--- config.mk ---
export PLATFORM = sky130hd
export DESIGN_NAME = ahb2apb_bridge
export DESIGN_NICKNAME = d
export VERILOG_FILES = /design/src/rtl/ahb_apb_pkg.sv /design/src/rtl/apb_strb_gen.sv /design/src/rtl/ahb2apb_bridge.sv
export SDC_FILE = /design/constraint.sdc
export NUM_CORES = 1
export LEC_CHECK = 0
export CORE_MARGIN = 2
export CORE_UTILIZATION = 35
export CTS_CLUSTER_SIZE = 30
export DETAILED_ROUTE_END_ITERATION = 10
export PLACE_DENSITY = 0.79
export SETUP_SLACK_MARGIN = 0.1
export SLEW_MARGIN = 15
export SYNTH_ARGS = -nofsm -noshare
export SYNTH_HDL_FRONTEND = slang
export SYNTH_HIERARCHICAL = 1
export SYNTH_SLANG_ARGS = --single-unit
--- constraint.sdc ---
create_clock -name hclk -period 2.1 [get_ports hclk]
set_clock_uncertainty 0.15 [all_clocks]
set_input_delay 0.315 -clock hclk [delete_from_list [all_inputs] [get_ports hclk]]
set_output_delay 0.315 -clock hclk [all_outputs]
set_load 0.05 [all_outputs]
--- src/rtl/ahb_apb_pkg.sv ---
// Shared encodings and state type for the AHB-Lite to APB4 bridge.
package ahb_apb_pkg;

  // AHB htrans encodings
  localparam logic [1:0] HTRANS_IDLE   = 2'b00;
  localparam logic [1:0] HTRANS_BUSY   = 2'b01;
  localparam logic [1:0] HTRANS_NONSEQ = 2'b10;
  localparam logic [1:0] HTRANS_SEQ    = 2'b11;

  // AHB hresp encodings
  localparam logic HRESP_OKAY  = 1'b0;
  localparam logic HRESP_ERROR = 1'b1;

  typedef enum logic [2:0] {
    IDLE,
    CAPTURE,
    SETUP,
    ACCESS,
    OK,
    ERR1,
    ERR2
  } bridge_state_e;

  // NONSEQ and SEQ both carry a real transfer; IDLE and BUSY do not.
  function automatic logic htrans_active(input logic [1:0] trans);
    return trans[1];
  endfunction

endpackage

--- src/rtl/apb_strb_gen.sv ---
// Byte-strobe generator: maps AHB hsize/haddr[1:0] to APB4 pstrb and flags illegal sizes.
module apb_strb_gen (
  input  logic [2:0] i_hsize,
  input  logic [1:0] i_addr_lo,
  input  logic       i_write,
  output logic [3:0] o_strb,
  output logic       o_illegal
);

  // Decode size into lanes; reads never drive strobes.
  always_comb begin
    o_strb    = 4'b0000;
    o_illegal = 1'b0;
    case (i_hsize)
      3'd0:    o_strb = 4'b0001 << i_addr_lo;
      3'd1:    o_strb = 4'b0011 << {i_addr_lo[1], 1'b0};
      3'd2:    o_strb = 4'b1111;
      default: o_illegal = 1'b1;
    endcase
    if (!i_write) begin
      o_strb = 4'b0000;
    end
  end

endmodule

--- src/rtl/ahb2apb_bridge.sv ---
// AHB-Lite slave that turns one AHB transfer at a time into an APB4 SETUP/ACCESS sequence.
module ahb2apb_bridge
  import ahb_apb_pkg::*;
#(
  parameter int ADDR_W     = 32,
  parameter int DATA_W     = 32,
  parameter int NUM_SLAVES = 4,
  parameter int SEL_LSB    = 12,
  parameter int TIMEOUT    = 16
) (
  input  logic                  hclk,
  input  logic                  hresetn,
  input  logic                  hsel,
  input  logic [ADDR_W-1:0]     haddr,
  input  logic [1:0]            htrans,
  input  logic                  hwrite,
  input  logic [2:0]            hsize,
  input  logic [DATA_W-1:0]     hwdata,
  output logic                  hready,
  output logic                  hresp,
  output logic [DATA_W-1:0]     hrdata,
  output logic [NUM_SLAVES-1:0] psel,
  output logic                  penable,
  output logic [ADDR_W-1:0]     paddr,
  output logic                  pwrite,
  output logic [DATA_W-1:0]     pwdata,
  output logic [DATA_W/8-1:0]   pstrb,
  input  logic [DATA_W-1:0]     prdata,
  input  logic                  pready,
  input  logic                  pslverr
);

  localparam int IDX_W = $clog2(NUM_SLAVES);
  localparam int CNT_W = $clog2(TIMEOUT) + 1;

  bridge_state_e          r_state;
  bridge_state_e          w_state_next;
  logic [IDX_W-1:0]       r_idx;
  logic [CNT_W-1:0]       r_cnt;
  logic [NUM_SLAVES-1:0]  r_psel;
  logic                   r_penable;
  logic [ADDR_W-1:0]      r_paddr;
  logic                   r_pwrite;
  logic [DATA_W-1:0]      r_pwdata;
  logic [DATA_W/8-1:0]    r_pstrb;
  logic [DATA_W-1:0]      r_hrdata;
  logic [NUM_SLAVES-1:0]  w_sel_onehot;
  logic [3:0]             w_strb;
  logic                   w_illegal;
  logic                   w_accept;
  logic                   w_timeout;

  apb_strb_gen u_strb_gen (
    .i_hsize   (hsize),
    .i_addr_lo (haddr[1:0]),
    .i_write   (hwrite),
    .o_strb    (w_strb),
    .o_illegal (w_illegal)
  );

  // One-hot select decoded from the latched slave index.
  for (genvar gi = 0; gi < NUM_SLAVES; gi++) begin : g_sel
    assign w_sel_onehot[gi] = (r_idx == IDX_W'(gi));
  end

  // hready doubles as the arbiter's regrant signal, so it is high only between transfers.
  assign hready    = (r_state == IDLE) || (r_state == OK) || (r_state == ERR2);
  assign hresp     = (r_state == ERR1) || (r_state == ERR2);
  assign w_accept  = hsel & htrans_active(htrans) & hready;
  assign w_timeout = (r_cnt == CNT_W'(TIMEOUT - 1));

  assign hrdata  = r_hrdata;
  assign psel    = r_psel;
  assign penable = r_penable;
  assign paddr   = r_paddr;
  assign pwrite  = r_pwrite;
  assign pwdata  = r_pwdata;
  assign pstrb   = r_pstrb;

  // State register.
  always_ff @(posedge hclk or negedge hresetn) begin
    if (!hresetn) r_state <= IDLE;
    else          r_state <= w_state_next;
  end

  // Next-state logic; illegal sizes skip the APB access and go straight to the error response.
  always_comb begin
    w_state_next = r_state;
    case (r_state)
      IDLE, OK, ERR2: begin
        if (w_accept) w_state_next = w_illegal ? ERR1 : CAPTURE;
        else          w_state_next = IDLE;
      end
      CAPTURE: w_state_next = SETUP;
      SETUP:   w_state_next = ACCESS;
      ACCESS: begin
        if (pready)         w_state_next = pslverr ? ERR1 : OK;
        else if (w_timeout) w_state_next = ERR1;
      end
      ERR1:    w_state_next = ERR2;
      default: w_state_next = IDLE;
    endcase
  end

  // Registered APB outputs, address-phase capture, wait counter and read data.
  always_ff @(posedge hclk or negedge hresetn) begin
    if (!hresetn) begin
      r_idx     <= '0;
      r_cnt     <= '0;
      r_psel    <= '0;
      r_penable <= 1'b0;
      r_paddr   <= '0;
      r_pwrite  <= 1'b0;
      r_pwdata  <= '0;
      r_pstrb   <= '0;
      r_hrdata  <= '0;
    end else begin
      if (w_accept) begin
        r_paddr  <= haddr;
        r_pwrite <= hwrite;
        r_idx    <= haddr[SEL_LSB +: IDX_W];
        r_pstrb  <= w_strb;
      end
      if (r_state == CAPTURE) begin
        r_pwdata <= hwdata;
      end
      if ((r_state == ACCESS) && pready && !pslverr && !r_pwrite) begin
        r_hrdata <= prdata;
      end
      r_cnt     <= ((r_state == ACCESS) && (w_state_next == ACCESS)) ? r_cnt + 1'b1 : '0;
      r_psel    <= ((w_state_next == SETUP) || (w_state_next == ACCESS)) ? w_sel_onehot : '0;
      r_penable <= (w_state_next == ACCESS);
    end
  end

endmodule

==> results of run 1 <==
## worst max-delay path, delay by kind of cell (launching register included)
| family | cells | cell delay [ps] |
|---|---|---|
| and+or+nand+nor | 2 | 390 |
| DFF | 1 | 380 |
| buffers and inverters | 2 | 300 |
## kinds of logic after synthesis
logic type               count (synthesis)  share of synthesized area (%)
flip-flops                             114                           62.1
multiplexers                           102                           27.4
AND/OR/NAND/NOR                         30                           4.57
buffers and inverters                   19                           3.29
AO/OA/AOI/OAI                           12                           1.52
XOR/XNOR                                 3                          0.572
adder cells (fa/ha/maj)                  2                          0.544
## placed cells by master (no fill, tap or decap), types with 2 or more instances in the layout
cell	Yosys	final
a21oi_1	5	5
clkbuf_16	0	17
clkbuf_8	0	5
clkinv_2	0	3
mux2_2	71	71
xor2_1	2	2
and3b_1	2	2
clkdlybuf4s50_1	0	104
dlygate4sd2_1	0	104
inv_1	5	5
clkinvlp_4	0	3
ha_1	2	2
nand2b_1	3	2
mux2_4	30	30
bufinv_16	0	3
and3_1	2	2
buf_4	2	9
buf_12	3	6
nor2_1	8	8
dfrtp_1	114	113
o21ai_0	4	4
## flip-flops by register name, indices dropped and copies added (netlist names)
| signal | cells |
|---|---|
| penable | 1 |
| pwrite | 1 |
| r_idx | 1 |
| pwdata | 32 |
| r_cnt | 5 |
| paddr | 31 |
| r_state | 3 |
| pstrb | 4 |
| psel | 4 |
| hrdata | 32 |
## cell type report
class                      instances  area, µm²  share of cell area [%]
sequential                       114       2850                    38.2
timing repair buffer             224       2150                    28.8
multi-input combinational        149       1610                    21.6
clock buffer                      22        494                    6.62
clock inverter                     9        128                    1.71
tap                              172        215                    2.88
inverter                           5       18.8                   0.251
## repair_timing
action	4_1_cts	5_1_grt
hold buffers	1	0
gates cloned	0	0
gates resized for setup	106	3
setup buffers	0	0
endpoints found under the setup margin	106	4
hold endpoints to repair	114	0
## where the power goes
group / total [µW] / internal [µW] / leakage (µW) / switching, µW
clock network: 2970 / 2010 / 0.000300 / 962
logic: 7550 / 2570 / 0.00186 / 4980
registers: 3840 / 3270 / 0.00139 / 571
## routing by layer
| metal | global-route usage, % | up-vias | share of wire [%] |
|---|---|---|---|
| met5 | 0 | - | 0 |
| met4 | 6.25 | 0 | 1.2 |
| met3 | 6.71 | 11 | 8.1 |
| met2 | 29.9 | 141 | 51 |
| met1 | 18.9 | 1553 | 40 |
| li1 | - | 1449 | - |
## path summary, 6_finish.rpt
path	from	endpoint	slack, ps	depth (start not counted)
hold reg to reg	r_cnt[0]	r_cnt[0]	300	1
setup reg to reg	r_cnt[0]	psel[0]	190	7
min in group asynchronous	hresetn	pwdata[3]	410	3
setup / recovery	r_state[2]	hready	160	4
max in group asynchronous	hresetn	r_state[1]	920	3
hold / removal	r_cnt[0]	r_cnt[0]	300	1
## per-stage QoR
step | std cells | util, % | TNS (ps) | total power [µW]
finish | 695 | 58.7 | 0 | 14400
CTS | 695 | 58.6 | 0 | 14500
global route | 695 | 58.7 | 0 | 15000
global placement | 663 | 54.7 | -93.9 | 12000
floorplan | 282 | - | 0 | 9260
detailed placement | 663 | 54.7 | -480 | 12200
==> results.sh, run 1 <==
export IMPL_vias=3154
export IMPL_design_area_um2=7470
export IMPL_cp_arrival_ps=1480
export IMPL_max_slew_worst_pin_slew_ps=595
export IMPL_synth_top_cell_area_share_pct=62.1
export IMPL_maxCapViolations=0
export IMPL_cp_end_kind="output port"
export IMPL_rows=41
export IMPL_drive_above_1_share_pct=30.6
export IMPL_die_x_um=119
export IMPL_drt_antenna_violating_nets=0
export IMPL_io_buffers=213
export IMPL_antennaDiodeCount=0
export IMPL_min_period_ps=1940
export IMPL_synth_seq_area_share_pct=62.1
export IMPL_die_area_um2=14100
export IMPL_cp_cell_sequence="buf_4, nand2b_2, nor2b_2, buf_12"
export IMPL_rsz0062_at_grt="yes"
export IMPL_ys_flop_type="dfrtp_1"
export IMPL_slowest_stage="dfrtp_1"
export IMPL_p_per_area_nw_per_um2=1920
export IMPL_nNetsFinal=620
export IMPL_fin_ws_ps=156
export IMPL_routed_wl_mm=11.5
export IMPL_area_delta_synth_final_pct=62.5
export IMPL_synth_edf_count=0
export IMPL_hp_class="flop to flop"
export IMPL_synthesis_area_um2=4600
export IMPL_synthDistinctLibCells=34
export IMPL_grt_total_usage_pct=17.2
export IMPL_gp_congestion=0.737
export IMPL_clock_latency_ps=400
export IMPL_dr_pass1_iters=6
export IMPL_yosysMostFrequentCell="dfrtp_1"
export IMPL_finalSetupViolations=0
export IMPL_cts_buffers=17
export IMPL_num_fill_cells=1091
export IMPL_critPathLaunchType="flop"
export IMPL_netlist_instances=282
export IMPL_pre_cts_slack_ps=-26.0
export IMPL_clock_sinks=114
export IMPL_status="completed"
export IMPL_hpwlAfterDp_mm=8.12
export IMPL_drc_errors=0
export IMPL_slew_headroom_pct=60.4
export IMPL_die_h_um=119
export IMPL_final_hold_violation_count=0
export IMPL_critical_path_peak_fanout=6
export IMPL_place_area_um2=6950
export IMPL_post_drt_wl_per_cell_um=16.5
export IMPL_antenna_found_initial=0
export IMPL_grt_max_degree=115
export IMPL_vias_per_cell=4.54
export IMPL_yosysWarnings=6
export IMPL_grt_pass1_vias=3542
export IMPL_ys_top_cells_by_area="dfrtp_1 62%, mux2_2 17%, mux2_4 9.8%"
export IMPL_cts_buffer_depth=2
export IMPL_period_share_pct=92.6
export IMPL_floorplan_core_area_um2=12700
export IMPL_clkSlewWorstSetupHoldPaths_ps=50
export IMPL_first_iter_violations=119
export IMPL_syn_area_per_cell_um2=16.3
export IMPL_timing_fmax_mhz=514
export IMPL_grt_pass1_wl_mm=18.8
export IMPL_p_leak_uw=0.00354
export IMPL_whs_ps=304
export IMPL_required_ps=1630
export IMPL_start_util_pct=36.1
export IMPL_grt_overflow_total=0
export IMPL_synth_seq_cells=114
export IMPL_synth_commonest_cells="114 x dfrtp_1, 71 x mux2_2, 30 x mux2_4"
export IMPL_crit_type="flop to output port"
export IMPL_synthesis_nets=391
export IMPL_tritoncts="built"
export IMPL_ios=215
export IMPL_cts_root_buffer="clkbuf_16"
export IMPL_ir_drop_mv=0.944
export IMPL_async_flop_share_pct=100
export IMPL_slowest_delay_ps=380
export IMPL_slew_violations=0
export IMPL_htreeDepth=4
export IMPL_synth_top_area_cell="dfrtp_1"
Note: power is estimated with default switching activity, not from simulation.
==> run 2: changes to the inputs <==
Settings changed: CTS_CLUSTER_SIZE 30 to default.
Clock period 2.1 ns to 2.2 ns, I/O delays scaled along.
==> run 2 against run 1 <==
- total power decreased by 0.47%
- hold slack improved by 8.4 ps
- flip-flop and latch count unchanged
- design area increased by 2.1%
- core utilization increased by 1.2 points
- first-iteration DRC count increased by 38%
- via count increased by 1.7%
- die area unchanged
- critical path type unchanged
- highest routed layer unchanged
==> results.sh, run 2 (same netlist as run 1, synthesis figures left out) <==
export IMPL_area_delta_synth_final_pct=66.0
export IMPL_final_hold_violation_count=0
export IMPL_min_period_ps=2060
export IMPL_clock_latency_ps=390
export IMPL_ios=215
export IMPL_required_ps=1720
export IMPL_cp_cell_sequence="clkdlybuf4s50_1"
export IMPL_nNetsFinal=620
export IMPL_grt_overflow_total=0
export IMPL_p_leak_uw=0.00349
export IMPL_tritoncts="built"
export IMPL_clock_sinks=114
export IMPL_use_met1_pct=19.1
export IMPL_htreeDepth=4
export IMPL_die_h_um=119
export IMPL_dr_pass1_iters=4
export IMPL_design_area_um2=7630
export IMPL_crit_type="flop to output port"
export IMPL_grt_pass1_wl_mm=18.5
export IMPL_drt_antenna_violating_nets=0
export IMPL_grt_pass1_vias=3552
export IMPL_routed_wl_mm=11.4
export IMPL_clkSlewWorstSetupHoldPaths_ps=50
export IMPL_drive_above_1_share_pct=29.4
export IMPL_finalSetupViolations=0
export IMPL_maxCapViolations=0
export IMPL_cts_root_buffer="clkbuf_16"
export IMPL_grt_total_usage_pct=16.8
export IMPL_critical_path_peak_fanout=2
export IMPL_grt_max_degree=62
export IMPL_vias_per_cell=4.61
export IMPL_floorplan_core_area_um2=12700
export IMPL_layout_commonest_cell="clkdlybuf4s50_1"
export IMPL_top_usage_layer="met2"
export IMPL_vias=3208
export IMPL_layout_common_cells="194 x clkdlybuf4s50_1, 114 x dfrtp_1, 71 x mux2_2"
export IMPL_cts_buffer_depth=2
export IMPL_start_util_pct=36.1
export IMPL_rsz0062_at_grt="yes"
export IMPL_antenna_found_initial=0
export IMPL_drc_errors=0
export IMPL_die_x_um=119
export IMPL_path_delay_family="buffers and inverters"
export IMPL_status="completed"
export IMPL_slowest_delay_ps=830
export IMPL_cp_end_kind="output port"
export IMPL_post_drt_wl_per_cell_um=16.4
export IMPL_met3_usage_pct=6.52
export IMPL_fin_tns_setup_ps=0
export IMPL_io_buffers=213
export IMPL_antennaDiodeCount=0
export IMPL_place_area_um2=6970
export IMPL_slew_violations=0
export IMPL_hpwlAfterDp_mm=8.35
export IMPL_critPathLaunchType="flop"
export IMPL_p_per_area_nw_per_um2=1870
export IMPL_rows=41
export IMPL_post_route_util_pct=60.0
export IMPL_cp_num_buf_inv=1
export IMPL_cp_arrival_ps=1580
export IMPL_die_area_um2=14100
export IMPL_period_share_pct=93.5
export IMPL_first_iter_violations=164
export IMPL_multi_input_area_um2=1610
export IMPL_final_seq_area_um2=2850
export IMPL_max_slew_worst_pin_slew_ps=588
export IMPL_num_fill_cells=1036
export IMPL_timing_fmax_mhz=486
export IMPL_grt_met2_usage_pct=28.5
export IMPL_slew_headroom_pct=60.8
export IMPL_hp_class="flop to flop"
export IMPL_ir_drop_mv=0.912
export IMPL_slowest_stage="clkdlybuf4s50_1"
export IMPL_gp_congestion=0.766
export IMPL_total_power_uw=14300
export IMPL_cts_buffers=17
-- run 2: cell count changes in the layout (fill, tap and decap cells not counted), moves of 2 or more --
cell | before | now
dlymetal6s2s_1 | 0 | 12
dlygate4sd2_1 | 104 | 4
clkdlybuf4s50_1 | 104 | 194
clkinv_2 | 3 | 5
buf_4 | 9 | 6
-- run 2: path summary, 6_finish.rpt --
kind                             from    endpoint  slack (ps)  cells after the start
hold reg to reg              r_cnt[0]    r_cnt[0]         310                      1
setup reg to reg           r_state[1]  hrdata[24]         160                      4
setup / recovery           hrdata[11]  hrdata[11]         140                      1
hold / removal               r_cnt[0]    r_cnt[0]         310                      1
max in group asynchronous     hresetn    r_cnt[3]        1280                      3
min in group asynchronous     hresetn   pwdata[2]         330                      3
-- run 2: what timing repair did --
action,4_1_cts,5_1_grt
buffers inserted,0,0
hold buffers,1,0
hold endpoints to repair,114,0
endpoints found under the setup margin,4,13
resized for setup,4,13
pin swaps,0,0
-- run 2: report_power, final --
| part | switching, µW | total (µW) | internal [µW] |
|---|---|---|---|
| sequential | 577 | 3700 | 3120 |
| clock | 889 | 2780 | 1890 |
| combinational | 4730 | 7810 | 3080 |
| total | 6200 | 14300 | 8090 |
-- run 2: stage by stage --
| stage | worst slack, ps | hold slack [ps] | instances |
|---|---|---|---|
| global route | 77.1 | 338 | 696 |
| CTS | 109 | 316 | 696 |
| finish | 142 | 313 | 696 |
| floorplan | 224 | -116 | 282 |
| detailed placement | 57.8 | 218 | 663 |
| global placement | 72.7 | 217 | 663 |
-- run 2: per-layer routing --
layer  part of all wire, %  wire length, µm
met1                    40             4520
met2                    50             5750
met3                   8.1              926
met4                   1.8              200
met5                     0                0
-- run 2: final cells by class --
class / instances / area share (%)
Multi-Input combinational cell: 149 / 21.0
Tap cell: 172 / 2.82
Clock buffer: 22 / 6.35
Clock inverter: 10 / 1.71
Sequential cell: 114 / 37.4
Inverter: 5 / 0.246
Timing Repair Buffer: 224 / 30.4
